$ cat src/rtl/slow_mem_arb_pkg.sv
// Shared types and constants for the slow-memory arbiter.
// The state encoding is fixed so the debug state output is stable across builds.
package slow_mem_arb_pkg;

    typedef enum logic [1:0] {
        ST_IDLE  = 2'd0,
        ST_ISSUE = 2'd1,
        ST_RESP  = 2'd2,
        ST_DRAIN = 2'd3
    } arb_state_e;

    localparam int ARB_RR    = 0;
    localparam int ARB_FIXED = 1;

endpackage

$ cat src/rtl/slow_mem_arbiter_rr_picker.sv
// Combinational winner selection: rotating priority from ptr_i, or fixed
// priority (channel 0 highest) when fixed_i is set.
module rr_picker #(
    parameter int  N_CH = 2,
    localparam int PW   = $clog2(N_CH)
) (
    input  logic [N_CH-1:0] req_i,
    input  logic [PW-1:0]   ptr_i,
    input  logic            fixed_i,
    output logic [N_CH-1:0] gnt_o,
    output logic [PW-1:0]   idx_o,
    output logic            any_o
);

    logic [PW-1:0]     base;
    logic [2*N_CH-1:0] dbl;
    logic [2*N_CH-1:0] masked;
    logic              found;

    assign base  = fixed_i ? '0 : ptr_i;
    assign dbl   = {req_i, req_i};
    assign any_o = |req_i;

    // The upper copy of the request vector supplies the wrapped-around
    // channels once everything below the pointer has been masked off.
    always_comb begin
        masked = '0;
        found  = 1'b0;
        idx_o  = '0;
        gnt_o  = '0;
        for (int i = 0; i < 2 * N_CH; i++) begin
            masked[i] = dbl[i] && (i >= int'(base));
        end
        for (int i = 0; i < 2 * N_CH; i++) begin
            if (masked[i] && !found) begin
                found = 1'b1;
                idx_o = PW'(i % N_CH);
            end
        end
        if (found) begin
            gnt_o[idx_o] = 1'b1;
        end
    end

endmodule

$ cat src/rtl/slow_mem_arbiter.sv
// N-channel arbiter sharing one slow-memory port among cache requesters.
// Handshake: requests are held until a one-cycle ch_ready; mem_ready is a one-cycle completion.
module slow_mem_arbiter
    import slow_mem_arb_pkg::*;
#(
    parameter int  N_CH   = 2,
    parameter int  ADDR_W = 28,
    parameter int  DATA_W = 128,
    parameter int  MODE   = 0,
    localparam int GW     = $clog2(N_CH)
) (
    input  logic                     clk,
    input  logic                     rst_n,
    input  logic [N_CH-1:0]          ch_read,
    input  logic [N_CH-1:0]          ch_write,
    input  logic [N_CH*ADDR_W-1:0]   ch_addr,
    input  logic [N_CH*DATA_W-1:0]   ch_wdata,
    output logic [DATA_W-1:0]        ch_rdata,
    output logic [N_CH-1:0]          ch_ready,
    output logic                     mem_read,
    output logic                     mem_write,
    output logic [ADDR_W-1:0]        mem_addr,
    output logic [DATA_W-1:0]        mem_wdata,
    input  logic [DATA_W-1:0]        mem_rdata,
    input  logic                     mem_ready,
    output logic [GW-1:0]            grant_id,
    output logic                     busy,
    output logic                     proto_err,
    output logic [1:0]               dbg_state
);

    arb_state_e        state_q, state_d;
    logic [GW-1:0]     gid_q, gid_d;
    logic [GW-1:0]     ptr_q, ptr_d;
    logic [ADDR_W-1:0] addr_q, addr_d;
    logic [DATA_W-1:0] wdata_q, wdata_d;
    logic [DATA_W-1:0] rdata_q, rdata_d;
    logic              wr_q, wr_d;
    logic              perr_q, perr_d;

    logic [N_CH-1:0]   req_vec;
    logic [N_CH-1:0]   win_oh;
    logic [GW-1:0]     win_idx;
    logic              win_any;

    assign req_vec = ch_read | ch_write;

    rr_picker #(.N_CH(N_CH)) u_picker (
        .req_i   (req_vec),
        .ptr_i   (ptr_q),
        .fixed_i (MODE == ARB_FIXED),
        .gnt_o   (win_oh),
        .idx_o   (win_idx),
        .any_o   (win_any)
    );

    always_comb begin
        state_d = state_q;
        gid_d   = gid_q;
        ptr_d   = ptr_q;
        addr_d  = addr_q;
        wdata_d = wdata_q;
        rdata_d = rdata_q;
        wr_d    = wr_q;
        perr_d  = perr_q;
        case (state_q)
            ST_IDLE: begin
                if (win_any) begin
                    gid_d   = win_idx;
                    addr_d  = ch_addr[int'(win_idx)*ADDR_W +: ADDR_W];
                    wdata_d = ch_wdata[int'(win_idx)*DATA_W +: DATA_W];
                    // Read+write together resolves to a write and flags the requester.
                    wr_d    = |(ch_write & win_oh);
                    perr_d  = perr_q | (|(ch_read & ch_write & win_oh));
                    if (MODE == ARB_RR) begin
                        ptr_d = (win_idx == GW'(N_CH - 1)) ? '0 : win_idx + 1'b1;
                    end
                    state_d = ST_ISSUE;
                end
            end
            ST_ISSUE: begin
                if (mem_ready) begin
                    if (!wr_q) begin
                        rdata_d = mem_rdata;
                    end
                    state_d = ST_RESP;
                end
            end
            ST_RESP:  state_d = ST_DRAIN;
            ST_DRAIN: state_d = ST_IDLE;
            default:  state_d = ST_IDLE;
        endcase
    end

    always_ff @(posedge clk or negedge rst_n) begin
        if (!rst_n) begin
            state_q <= ST_IDLE;
            gid_q   <= '0;
            ptr_q   <= '0;
            addr_q  <= '0;
            wdata_q <= '0;
            rdata_q <= '0;
            wr_q    <= 1'b0;
            perr_q  <= 1'b0;
        end else begin
            state_q <= state_d;
            gid_q   <= gid_d;
            ptr_q   <= ptr_d;
            addr_q  <= addr_d;
            wdata_q <= wdata_d;
            rdata_q <= rdata_d;
            wr_q    <= wr_d;
            perr_q  <= perr_d;
        end
    end

    // Outputs decode registered state only, so an async reset drops them at once.
    assign mem_read  = (state_q == ST_ISSUE) && !wr_q;
    assign mem_write = (state_q == ST_ISSUE) && wr_q;
    assign mem_addr  = addr_q;
    assign mem_wdata = wdata_q;
    assign ch_rdata  = rdata_q;
    assign ch_ready  = (state_q == ST_RESP) ? (N_CH'(1) << gid_q) : '0;
    assign grant_id  = gid_q;
    assign busy      = (state_q != ST_IDLE);
    assign proto_err = perr_q;
    assign dbg_state = state_q;

endmodule

$ cat config.mk
export PLATFORM = sky130hd
export DESIGN_NAME = slow_mem_arbiter
export DESIGN_NICKNAME = d
export VERILOG_FILES = /design/src/rtl/slow_mem_arb_pkg.sv /design/src/rtl/slow_mem_arbiter_rr_picker.sv /design/src/rtl/slow_mem_arbiter.sv
export SDC_FILE = /design/constraint.sdc
export NUM_CORES = 1
export LEC_CHECK = 0
export CAP_MARGIN = 20
export CORE_AREA = 10 10 278 280
export DETAILED_ROUTE_END_ITERATION = 6
export DIE_AREA = 0 0 288 290
export PLACE_DENSITY = 0.51
export SLEW_MARGIN = 20
export SYNTH_ARGS = -nofsm -noshare
export SYNTH_HDL_FRONTEND = slang
export SYNTH_SLANG_ARGS = --single-unit
$ cat constraint.sdc
create_clock -name clk -period 1.7 [get_ports clk]
set_input_delay 0.255 -clock clk [delete_from_list [all_inputs] [get_ports clk]]
set_output_delay 0.255 -clock clk [all_outputs]
set_load 0.01 [all_outputs]
== Yosys cells after proc, flatten, opt, wreduce, memory -nomap -nowiden ==
Index checks and enable logic that the tools add are counted.
Storage, ports and cells
  bits in registers: 290
  bits of input ports: 447
  output and inout port bits: 293
  word-level logic and storage cells: 61
Operators by class
  $add $sub $neg: 1
  $mul: 1
  $lt $le $gt $ge: 3
  equality and inequality tests: 5
  shifts and indexed selects: 3
  mux-type cells: 15
  bitwise gates (word level): 6
  reduce and logical (&&, ||, !) cells: 19
Operators by type and width (number)
  variable part select 256 x 9 -> 128 bit: 1
  variable part select 56 x 7 -> 28 bit: 1
  2-to-1 mux 1 bit: 9
  2-to-1 mux 2 bit: 4
  one-hot mux 2 bit (4 select lines): 1
  logical AND 1 bit: 7
  bitwise AND 2 bit: 3
  OR reduction 2 bit: 3
  equality test 2 bit (second input constant): 2
  logical NOT 1 bit: 4
  multiplier 1 x 3 -> 4 bit (second input constant): 1
  AND reduction 2 bit: 2
  AND reduction 3 bit: 1
  equality test 2 x 1 -> 1 bit (second input constant): 1
  logical NOT 2 bit: 1
  < comparator 1 x 2 -> 1 bit (second input constant): 1
  != test 2 x 1 -> 1 bit (second input constant): 1
  != test 2 bit (second input constant): 1
  bitwise OR 2 bit: 1
  nonzero test 2 bit: 1
  left shift 1 x 1 -> 2 bit (first input constant): 1
  adder 1 bit (second input constant): 1
  demux 1 bit (select 1 bit): 1
  greater-or-equal comparator 1 bit (first input constant): 1
  other kinds (3): 3

== Longest topological paths before layout ==
Gate-level depths: netlist of the first run.
  word-level depth: 20
  depth in mapped cells: 8
  depth with buffers taken out: 5

== Cells and area by module ==
A second synthesis of the first run with hierarchy kept.
Unflattened totals
  cell total of the unflattened synthesis: 991
  area total of the unflattened synthesis: 12848.6 µm²
Modules (own cells, without submodules)
  slow_mem_arbiter: instances 1, cells an instance 985, area an instance 12807.3 µm², seq. area each 7257.0 µm²
  rr_picker: instances 1, cells an instance 6, area an instance 41.3 µm², seq. area each 0.0 µm²

== Least setup slack after synthesis of the first run ==
OpenSTA, ideal clock, no wires.
  kind: register -> register
  start: reg state_q[1] (netlist: dbg_state[1])
  end: reg rdata_q[100] (netlist: ch_rdata[100])
  library setup time: 0.125 ns
  arrival: 1.700 ns
  required time: 1.575 ns
  slack: -0.124 ns
  stages on the path, launching flop included: 8
  buffers on the path: 2
  period minus slack after synthesis: 1.824 ns
  cells stage by stage: dfrtp_1 -> inv_1 -> ha_1 -> nor2b_1 -> nand2_1 -> clkbuf_1 -> buf_2 -> mux2_2
On the way
  cells in the longest elaborated chain, start to end: 2
RTL lines
  start: declaration: line slow_mem_arbiter.sv:32  | arb_state_e state_q, state_d;
  start signal: assignment: line slow_mem_arbiter.sv:106  | state_q <= state_d;
  equality test 2 x 1 -> 1 bit: line slow_mem_arbiter.sv:66  | case (state_q)
  AND reduction 3 bit (no line)
  end signal: assignment: line slow_mem_arbiter.sv:111  | rdata_q <= rdata_d;
  end: declaration: line slow_mem_arbiter.sv:37  | logic [DATA_W-1:0] rdata_q, rdata_d;
Every way passes these cells.
A chain may end at the register's enable or synchronous reset.

== Worst setup path in the final report of the first run ==
  start: reg state_q[0] (netlist: dbg_state[0])
  end: reg wdata_q[112] (netlist: mem_wdata[112])
On the way
  cells in the longest elaborated chain, start to end: 2
RTL lines
  logical NOT 2 bit: line slow_mem_arbiter.sv:66
  AND reduction 2 bit (no line)
  end signal: assignment: line slow_mem_arbiter.sv:110  | wdata_q <= wdata_d;
  end: declaration: line slow_mem_arbiter.sv:36  | logic [DATA_W-1:0] wdata_q, wdata_d;
Every way passes these cells.

==> reports/metrics.cfg, run 1 <==
[routing]
drtAntennaViolNets = 0
wl_um = 62900
routedWlPerCell_um = 23.7
dr.pass1.iters = 4
vias = 10800
drc = 0
drtIter0Drc = 486
vias_per_cell = 4.06

[critical_path]
reg2reg_slack_ns = -0.25
slowest_stage = dfrtp_1
crit_family = buffers and inverters
cp.depth = 9
cp.arrival_ns = 2.35
critical_path.max_stage_delay_ns = 0.40
worstPathRequired_ns = 2.11
r2r_cells = 9
rr_endpoint = mem_wdata[112]
crit_type = reg2reg
path_cells = inv_2, ha_4, buf_6, o41ai_4, buf_12, buf_16, buf_4, and2_1, a221o_1
setup.worst_path.start_class = register
reg2reg_from = dbg_state[0]
endpoint_kind = register
cp_max_fo = 8
cp_num_buf_inv = 5

[global_routing]
grt_max_degree = 46
grt_use_total_pct = 13.7
grt_pass1_wl_um = 85600
grt-ovfl-total = 0
grt_pass1_vias = 12100
antenna_found_initial = 0

[sta]
timing.setup.tns_ns = -46.83
rsz0062_at_grt = yes
finalSetupViolCount = 292
layout_min_cycle_time_ns = 1.95
slew_violations = 0
slew_headroom_pct = 63.3
timing.final.ws_setup_ns = -0.248
hold_viol_final = 0
fmax_mhz = 513
period_share_pct = 115
tightest_slew_ns = 0.550
fin_skew_ns = 0.0148
holdWs_ns = 0.288

[synth]
synth_area_mm2 = 0.0119
ys_seq_elements = 290
ys_seq_area_share_pct = 61.2
syn_avg_cell_area_um2 = 14.4
yosysUniqueCellTypes = 25
syn-num-nets = 1275
netlist_instances = 825
ys_warn_count = 0

[run]
cap_violations = 0

[placement]
gp_congestion = 0.814
pre_cts_slack_ns = -0.466
dp_hpwl_um = 46600
placedCellCount = 2541
portBuffers = 739

[clock_tree]
cts_max_level = 2
cts_buffer_depth = 3
cts_root_buffer = clkbuf_16
clock_sinks = 290
worst_skew_pair.late_latency_ns = 0.54
path_clk_slew_ns = 0.06
numCtsBuffers = 36
cts_tree = built

[pwr]
peakVddDrop_v = 0.000906
powerDensity_mw_per_mm2 = 1760
leakage_nw = 13.0

[status]
status = finished, violations left
violations = negative setup slack

[cells_and_area]
area_delta_synth_final_pct = 106
finalNetCount = 2132
final-seq-area_mm2 = 0.00726
finalNonFillerCells = 2658
fillers = 6958
final_layout_size_suffix_gt1_share_pct = 25.9
multi_input_area_mm2 = 0.00454

[floorplanning]
core_area_mm2 = 0.0714
die_height_um = 290
ios = 740
start_util_pct = 16.6
die_area_mm2 = 0.0835
row_count = 98
die_w_um = 288

[hold_path]
hold_path.class = in2async

-- worst max path at each step --
stage | end | slack [ns] | start
floorplan | ch_rdata[100] | -0.03 | dbg_state[1]
global placement | mem_wdata[11] | -0.37 | ch_read[1]
detailed placement | mem_wdata[0] | -0.47 | ch_read[1]
CTS | mem_write | -0.27 | dbg_state[1]
global route | busy | -0.30 | dbg_state[0]
finish | mem_wdata[112] | -0.25 | dbg_state[0]
-- kinds of logic (layout without fill, tap and decap cells) --
logic type / Yosys count / count (layout) / share of synthesized area [%]
fa+ha+maj: 3 / 3 / 0.317
compound gates: 167 / 167 / 14.1
flops: 290 / 290 / 61.2
buf+inv: 69 / 951 / 3.35
mux: 129 / 129 / 12.3
other cells: 0 / 1 / 0
simple gates: 167 / 167 / 8.74
-- cell usage after synthesis --
cell	number	share of area, %
dfrtp_1	290	61
and2_1	158	8.3
a221o_1	156	13
mux2_2	129	12
buf_2	43	1.8
buf_6	10	0.95
clkbuf_1	10	0.32
ha_1	3	0.32
inv_1	3	0.095
nand2_1	3	0.095
nor2b_1	3	0.16
a21o_1	2	0.13
buf_4	2	0.13
o211a_1	2	0.17
a21oi_1	1	0.042
a32oi_1	1	0.074
a41oi_1	1	0.074
clkbuf_2	1	0.042
nand3_1	1	0.042
nand4_1	1	0.053
nor4_1	1	0.053
o21ai_2	1	0.074
o21bai_1	1	0.063
o32a_1	1	0.084
o41ai_4	1	0.23
-- registers in the layout (all words and copies together) (netlist names) --
signal and count:
dbg_state 2, mem_addr 28, mem_wdata 128, ptr_q 1, wr_q 1, ch_rdata 128, proto_err 1, grant_id 1
-- area by class of cell --
type	count	share of cell area (%)
Antenna cell	1	0.0102
Inverter	3	0.0562
Timing Repair Buffer	885	42.1
Multi-Input combinational cell	466	18.6
Clock inverter	9	0.465
Sequential cell	290	29.7
Clock buffer	54	4.29
Tap cell	950	4.86
-- layout by cell type (no fill, tap or decap), types with 3 or more instances in the layout --
master,Yosys,final
dlygate4sd2_1,0,8
and2_1,158,70
mux2_2,129,119
a221o_1,156,156
buf_12,0,29
clkbuf_8,0,8
dlymetal6s2s_1,0,274
ha_4,0,3
and2_4,0,88
mux2_4,0,10
buf_6,10,34
dfrtp_1,290,287
dfrtp_2,0,3
clkinv_2,0,4
clkbuf_1,10,10
clkbuf_16,0,51
clkdlybuf4s50_1,0,445
buf_4,2,45
buf_8,0,17
buf_16,0,14
-- through the flow --
step | util [%] | cell area (um^2) | power (mW)
final | 34.3 | 24500 | 43.1
after floorplan | - | 12000 | 20.7
after CTS | 32.4 | 23100 | 42.8
after global routing | 34.3 | 24500 | 45.5
after detailed placement | 29.6 | 21100 | 32.9
after global placement | 29.6 | 21100 | 32.7
-- power breakdown --
part           switching (mW)  internal, mW
clock                    3.05          4.57
sequential               1.91          10.4
combinational            9.21          13.9
-- layer usage --
metal / routed length [um] / global-route usage [%]
met5: 0 / 0
met4: 1590 / 3.41
met3: 6250 / 5.79
met2: 32000 / 24.4
met1: 23100 / 14.5
-- repair_timing --
action / in CTS / in global routing
pin swaps: 52 / 78
setup buffers: 23 / 7
endpoints found under the hold margin: 28 / 0
hold buffers: 1 / 0
resized for setup: 123 / 389
setup endpoints to repair: 570 / 567
cloned: 14 / 16
No activity file was read; power rests on OpenSTA's default activity.
==> inputs of run 2 (changes only) <==
Clock period 1.7 ns to 1.6 ns, I/O delays scaled along.
==> run 2 against run 1 <==
The flow still finishes with violations (negative setup slack). Clock power rose by 4.9%. Design area decreased by 8.8%. Worst hold slack got worse by 0.025 ns.
==> reports/metrics.cfg, run 2 (synthesis gave the netlist of run 1 again) <==
[pwr]
peakVddDrop_v = 0.00102  ; +13%
leakage_nw = 9.25  ; -29%
powerDensity_mw_per_mm2 = 1900  ; +7.9%

[clock_tree]
cts_tree = built
cts_root_buffer = clkbuf_16
path_clk_slew_ns = 0.06  ; about the same
cts_buffer_depth = 3  ; unchanged
worst_skew_pair.late_latency_ns = 0.54  ; about the same
numCtsBuffers = 36  ; unchanged
clock_sinks = 290  ; unchanged
cts_max_level = 2  ; unchanged

[critical_path]
worstPathRequired_ns = 2.00  ; -0.11 ns
reg2reg_from = dbg_state[0]
endpoint_kind = register
crit_path_start = dbg_state[0]
cp.arrival_ns = 2.22  ; -0.13 ns
crit_type = reg2reg
cp_max_fo = 40  ; +32
setup.worst_path.start_class = register

[placement]
portBuffers = 739  ; unchanged
gp_congestion = 0.790  ; -3.0%
dp_hpwl_um = 46800  ; +0.53%

[global_routing]
grt-ovfl-total = 0  ; unchanged
grt_pass1_wl_um = 83000  ; -3.0%
grt_max_degree = 61  ; +33%
grt_use_total_pct = 13.3  ; -0.37 points
antenna_found_initial = 9  ; +9
grt_pass1_vias = 11600  ; -4.5%

[cells_and_area]
final_layout_size_suffix_gt1_share_pct = 18.8  ; -7.1 points
layout_commonest_cell = clkdlybuf4s50_1
area_delta_synth_final_pct = 88.3
final_cell_mix = clkdlybuf4s50_1, dfrtp_1, a221o_1, and2_1, mux2_2
utilization_pct = 31.3  ; -3.0 points
finalNetCount = 2071  ; -2.9%

[sta]
timing.final.ws_setup_ns = -0.212  ; +0.0352 ns
fmax_mhz = 552  ; +7.5%
layout_min_cycle_time_ns = 1.81  ; -0.135 ns
rsz0062_at_grt = yes
hold_viol_final = 0  ; unchanged
holdWs_ns = 0.263  ; -0.0250 ns
slew_headroom_pct = 47.2  ; -16 points
finalSetupViolCount = 534  ; +83%
slew_violations = 0  ; unchanged
period_share_pct = 113  ; -1.3 points
tightest_slew_ns = 0.789  ; +0.239 ns
fin_skew_ns = 0.0105  ; -0.00425 ns

[routing]
wl_um = 60000  ; -4.6%
dr.pass1.iters = 4  ; unchanged
vias_per_cell = 4.00  ; -1.4%
drtAntennaViolNets = 0  ; unchanged
routedWlPerCell_um = 23.1  ; -2.3%
vias = 10400  ; -3.7%
drc = 0  ; unchanged
drtIter0Drc = 399  ; -18%

[floorplanning]
row_count = 98  ; unchanged
die_area_mm2 = 0.0835  ; unchanged
start_util_pct = 16.6  ; unchanged
die_height_um = 290  ; unchanged
core_area_mm2 = 0.0714  ; unchanged
die_w_um = 288  ; unchanged
ios = 740  ; unchanged

[status]
status = finished, violations left
violations = negative setup slack

[hold_path]
hold_path.class = in2async

[run]
cap_violations = 0  ; unchanged

run 2: changes by cell type in the layout (fill, tap and decap cells not counted), sizes merged, moves of 4 or more:
cell,change
buf,-49
clkbuf,-11
clkdlybuf4s50,+244
diode,+4
dlygate4sd2,+24
dlymetal6s2s,-274
run 2: path summary, 6_finish.rpt:
path,end,slack (ns),cells past startpoint
max,mem_wdata[1],-0.21,8
max in group asynchronous,mem_addr[20],0.74,3
min in group clk,ch_rdata[112],0.32,2
max reg2reg,mem_wdata[1],-0.21,8
min reg2reg,proto_err,0.50,2
min,ch_rdata[0],0.26,2
run 2: worst max-delay path, stage by stage, from the launching register on:
cell and delay [ns]:
dfrtp_1 0.43, inv_2 0.11, ha_4 0.15, buf_6 0.12, o41ai_4 0.08, buf_12 0.18
buf_12 0.17, and2_1 0.16, a221o_1 0.26
run 2: stage by stage:
stage	cells	power [mW]	setup slack [ns]	area, um^2	setup TNS, ns
floorplan	825	22.6	-0.0844	12200	-14.38
global placement	2519	34.3	-0.352	20800	-70.81
detailed placement	2519	34.5	-0.414	20800	-76.48
CTS	2583	42.9	-0.232	22100	-76.31
global route	2595	45.0	-0.305	22300	-97.65
finish	2597	42.4	-0.212	22300	-56.46
run 2: layer usage:
layer	global-route usage [%]	share of wire, %
met5	0	0.11
met4	3.83	2.5
met3	5.54	10
met2	22.9	50
met1	14.7	37
run 2: repair_timing:
item,4_1_cts,5_1_grt
setup endpoints to repair,571,536
setup buffers,6,0
cloned,0,9
hold buffers,1,0
gates resized for setup,96,11
endpoints found under the hold margin,26,0
pin swaps,3,0
run 2: power by group:
part | internal [mW] | switching, mW | total, mW
logic | 12.5 | 8.86 | 21.4
registers | 11.1 | 1.95 | 13.0
clock network | 4.80 | 3.19 | 7.99
total | 28.4 | 14.0 | 42.4
run 2: area by class of cell:
class                           instances  area [um^2]
Tap cell                              950         1190
Sequential cell                       290         7260
Fill cell                            7121        49000
Multi-Input combinational cell        468         4360
Clock inverter                          6         66.3
Timing Repair Buffer                  822         8350
Inverter                                3         13.8
Clock buffer                           53         1080
Antenna cell                            5         12.5
==> inputs of run 3 (changes only) <==
Settings changed: CTS_BUF_LIST from default to sky130_fd_sc_hd__clkbuf_8.
==> run 3 against run 2 <==
The flow still finishes with violations (negative setup slack). Die area stayed put. Highest routed layer unchanged. Critical endpoint is now mem_wdata[41]. Power is 2.7% higher. Sequential share of layout area is 1.5 points lower.
==> reports/metrics.cfg, run 3 (synthesis gave the netlist of run 1 again) <==
[status]
status = finished, violations left
violations = negative setup slack

[critical_path]
cp.arrival_ns = 2.41  ; +0.19 ns
path_cells = inv_2, ha_4, buf_6, o41ai_4, clkbuf_16, buf_16, and2_1, a221o_1
crit_type = reg2reg
setup.worst_path.start_class = register
critical_path.max_stage_delay_ns = 0.44  ; about the same
slowest_stage = dfrtp_2
cp_num_buf_inv = 4  ; unchanged
endpoint_kind = register
cp_max_fo = 16  ; -60%
crit_family = buffers and inverters
worstPathRequired_ns = 2.09  ; +0.09 ns

[sta]
tightest_slew_ns = 0.860  ; +0.0711 ns
layout_min_cycle_time_ns = 1.92  ; +0.105 ns
fmax_mhz = 522  ; -5.5%
finalSetupViolCount = 293  ; -45%
hold_viol_final = 0  ; unchanged
rsz0062_at_grt = yes
holdWs_ns = 0.183  ; -0.0802 ns
period_share_pct = 120  ; +6.6 points
slew_headroom_pct = 42.5  ; -4.8 points
fin_skew_ns = 0.0247  ; +0.0142 ns
timing.final.ws_setup_ns = -0.317  ; -0.105 ns
timing.setup.tns_ns = -72.38  ; -15.91 ns
slew_violations = 0  ; unchanged

[hold_path]
hold_path.class = in2async

[pwr]
powerDensity_mw_per_mm2 = 1860  ; -2.1%
fin_total_pwr_mw = 43.5  ; +2.7%
internal_power_mw = 28.1  ; -0.85%
clock_power_share_pct = 16.3  ; -2.5 points
p_seq_share_pct = 30.1  ; -0.6 points
peakVddDrop_v = 0.000787  ; -23%
swShare_pct = 35.4  ; +2.3 points
power.switching_mw = 15.4  ; +9.9%
leakage_nw = 10.2  ; +11%
combinationalPowerShare_pct = 53.6  ; +3.1 points

[clock_tree]
clock_sinks = 290  ; unchanged
cts_tree = built
cts_buffer_depth = 3  ; unchanged
worst_skew_pair.late_latency_ns = 0.63  ; +0.09 ns
numCtsBuffers = 52  ; +44%
cts_max_level = 2  ; unchanged
path_clk_slew_ns = 0.06  ; about the same
cts_root_buffer = clkbuf_8

[global_routing]
grt_pass1_vias = 11900  ; +2.8%
grt_pass1_wl_um = 84100  ; +1.3%
antenna_found_initial = 10  ; +1
grt_use_total_pct = 13.5  ; +0.19 points
grt_max_degree = 61  ; unchanged
grt-ovfl-total = 0  ; unchanged

[routing]
routedWlPerCell_um = 24.9  ; +7.6%
drtAntennaViolNets = 0  ; unchanged
vias = 11000  ; +5.5%
drtIter0Drc = 403  ; +1.0%
vias_per_cell = 4.09  ; +2.2%
drc = 0  ; unchanged
wl_um = 66700  ; +11%
dr.pass1.iters = 4  ; unchanged

[cells_and_area]
final_cell_mix = clkdlybuf4s50_1, dfrtp_1, clkdlybuf4s15_1, a221o_1, mux2_2
layout_commonest_cell = clkdlybuf4s50_1
area_delta_synth_final_pct = 97.5
finalNetCount = 2133  ; +3.0%
utilization_pct = 32.8  ; +1.5 points
fillers = 7089  ; -0.45%
final_layout_size_suffix_gt1_share_pct = 28.4  ; +9.7 points
finalNonFillerCells = 2681  ; +3.2%
fin_area_mm2 = 0.0234  ; +4.9%

[placement]
place_area_mm2 = 0.0208  ; unchanged
dp_hpwl_um = 46800  ; unchanged
portBuffers = 739  ; unchanged
gp_congestion = 0.790  ; unchanged
pre_cts_slack_ns = -0.414  ; unchanged
placedCellCount = 2519  ; unchanged

[run]
cap_violations = 0  ; unchanged

[floorplanning]
start_util_pct = 16.6  ; unchanged
die_w_um = 288  ; unchanged
die_height_um = 290  ; unchanged
row_count = 98  ; unchanged
ios = 740  ; unchanged
die_area_mm2 = 0.0835  ; unchanged
core_area_mm2 = 0.0714  ; unchanged

-- run 3: cell types whose count changed in the layout (fill, tap and decap cells not counted), moves of 8 or more --
cell and delta:
clkbuf_16 -16, dlymetal6s2s_1 +19, inv_1 +18, dlygate4sd2_1 -18, and2_1 -60, clkdlybuf4s15_1 +196, clkbuf_1 -8, buf_8 +11
clkdlybuf4s15_2 +28, clkdlybuf4s50_1 -244, buf_2 +9, and2_4 +60, buf_6 +14, clkbuf_8 +56
-- run 3: timing repair --
action,4_1_cts,5_1_grt
pin swaps,3,47
resized for setup,615,150
buffers inserted,4,7
hold buffers,1,0
setup endpoints to repair,571,328
gates cloned,2,46
hold endpoints to repair,290,0
-- run 3: per-layer routing --
| metal | share of wire, % | wire [um] | up-vias | global-route usage, % |
|---|---|---|---|---|
| li1 | - | - | 4869 | - |
| met1 | 39 | 25800 | 5411 | 14.6 |
| met2 | 49 | 32700 | 571 | 23.3 |
| met3 | 9.6 | 6430 | 107 | 5.69 |
| met4 | 2.5 | 1670 | 8 | 4.36 |
| met5 | 0.084 | 56 | - | 0 |
-- run 3: power groups by stage --
| stage | Clock, mW | Sequential (mW) | Combinational (mW) |
|---|---|---|---|
| 2_1_floorplan | 0 | 14.5 | 8.07 |
| 3_3_place_gp | 0 | 13.0 | 21.3 |
| 3_5_place_dp | 0 | 13.0 | 21.5 |
| 4_1_cts | 7.41 | 13.0 | 20.5 |
| 5_1_grt | 7.72 | 13.5 | 24.9 |
| 6_report | 7.08 | 13.1 | 23.4 |
-- run 3: worst reg2reg max path: stages, from the launching register on --
cell and delay [ns]:
dfrtp_2 0.44, inv_2 0.10, ha_4 0.16, buf_6 0.12, o41ai_4 0.13, clkbuf_16 0.23, buf_16 0.17, and2_1 0.16
a221o_1 0.27
-- run 3: path summary, 6_finish.rpt --
check	from	endpoint	slack (ns)	cells past startpoint
setup / recovery	dbg_state[0]	mem_wdata[41]	-0.32	8
hold / removal	rst_n	ch_rdata[0]	0.18	2
setup reg to reg	dbg_state[0]	mem_wdata[41]	-0.32	8
hold reg to reg	ch_rdata[75]	ch_rdata[75]	0.50	1
max in group asynchronous	rst_n	ch_rdata[78]	0.82	3
min in group clk	ch_wdata[217]	mem_wdata[89]	0.22	2
-- run 3: layout make-up --
cell class                 instances  area (um^2)  share of cell area (%)
timing repair buffer             864         9300                    39.7
sequential                       290         7260                    31.0
clock inverter                    31          173                   0.738
multi-input combinational        472         4590                    19.6
inverter                           3         11.3                  0.0481
tap                              950         1190                    5.08
clock buffer                      63          867                    3.70
antenna                            8         20.0                  0.0855
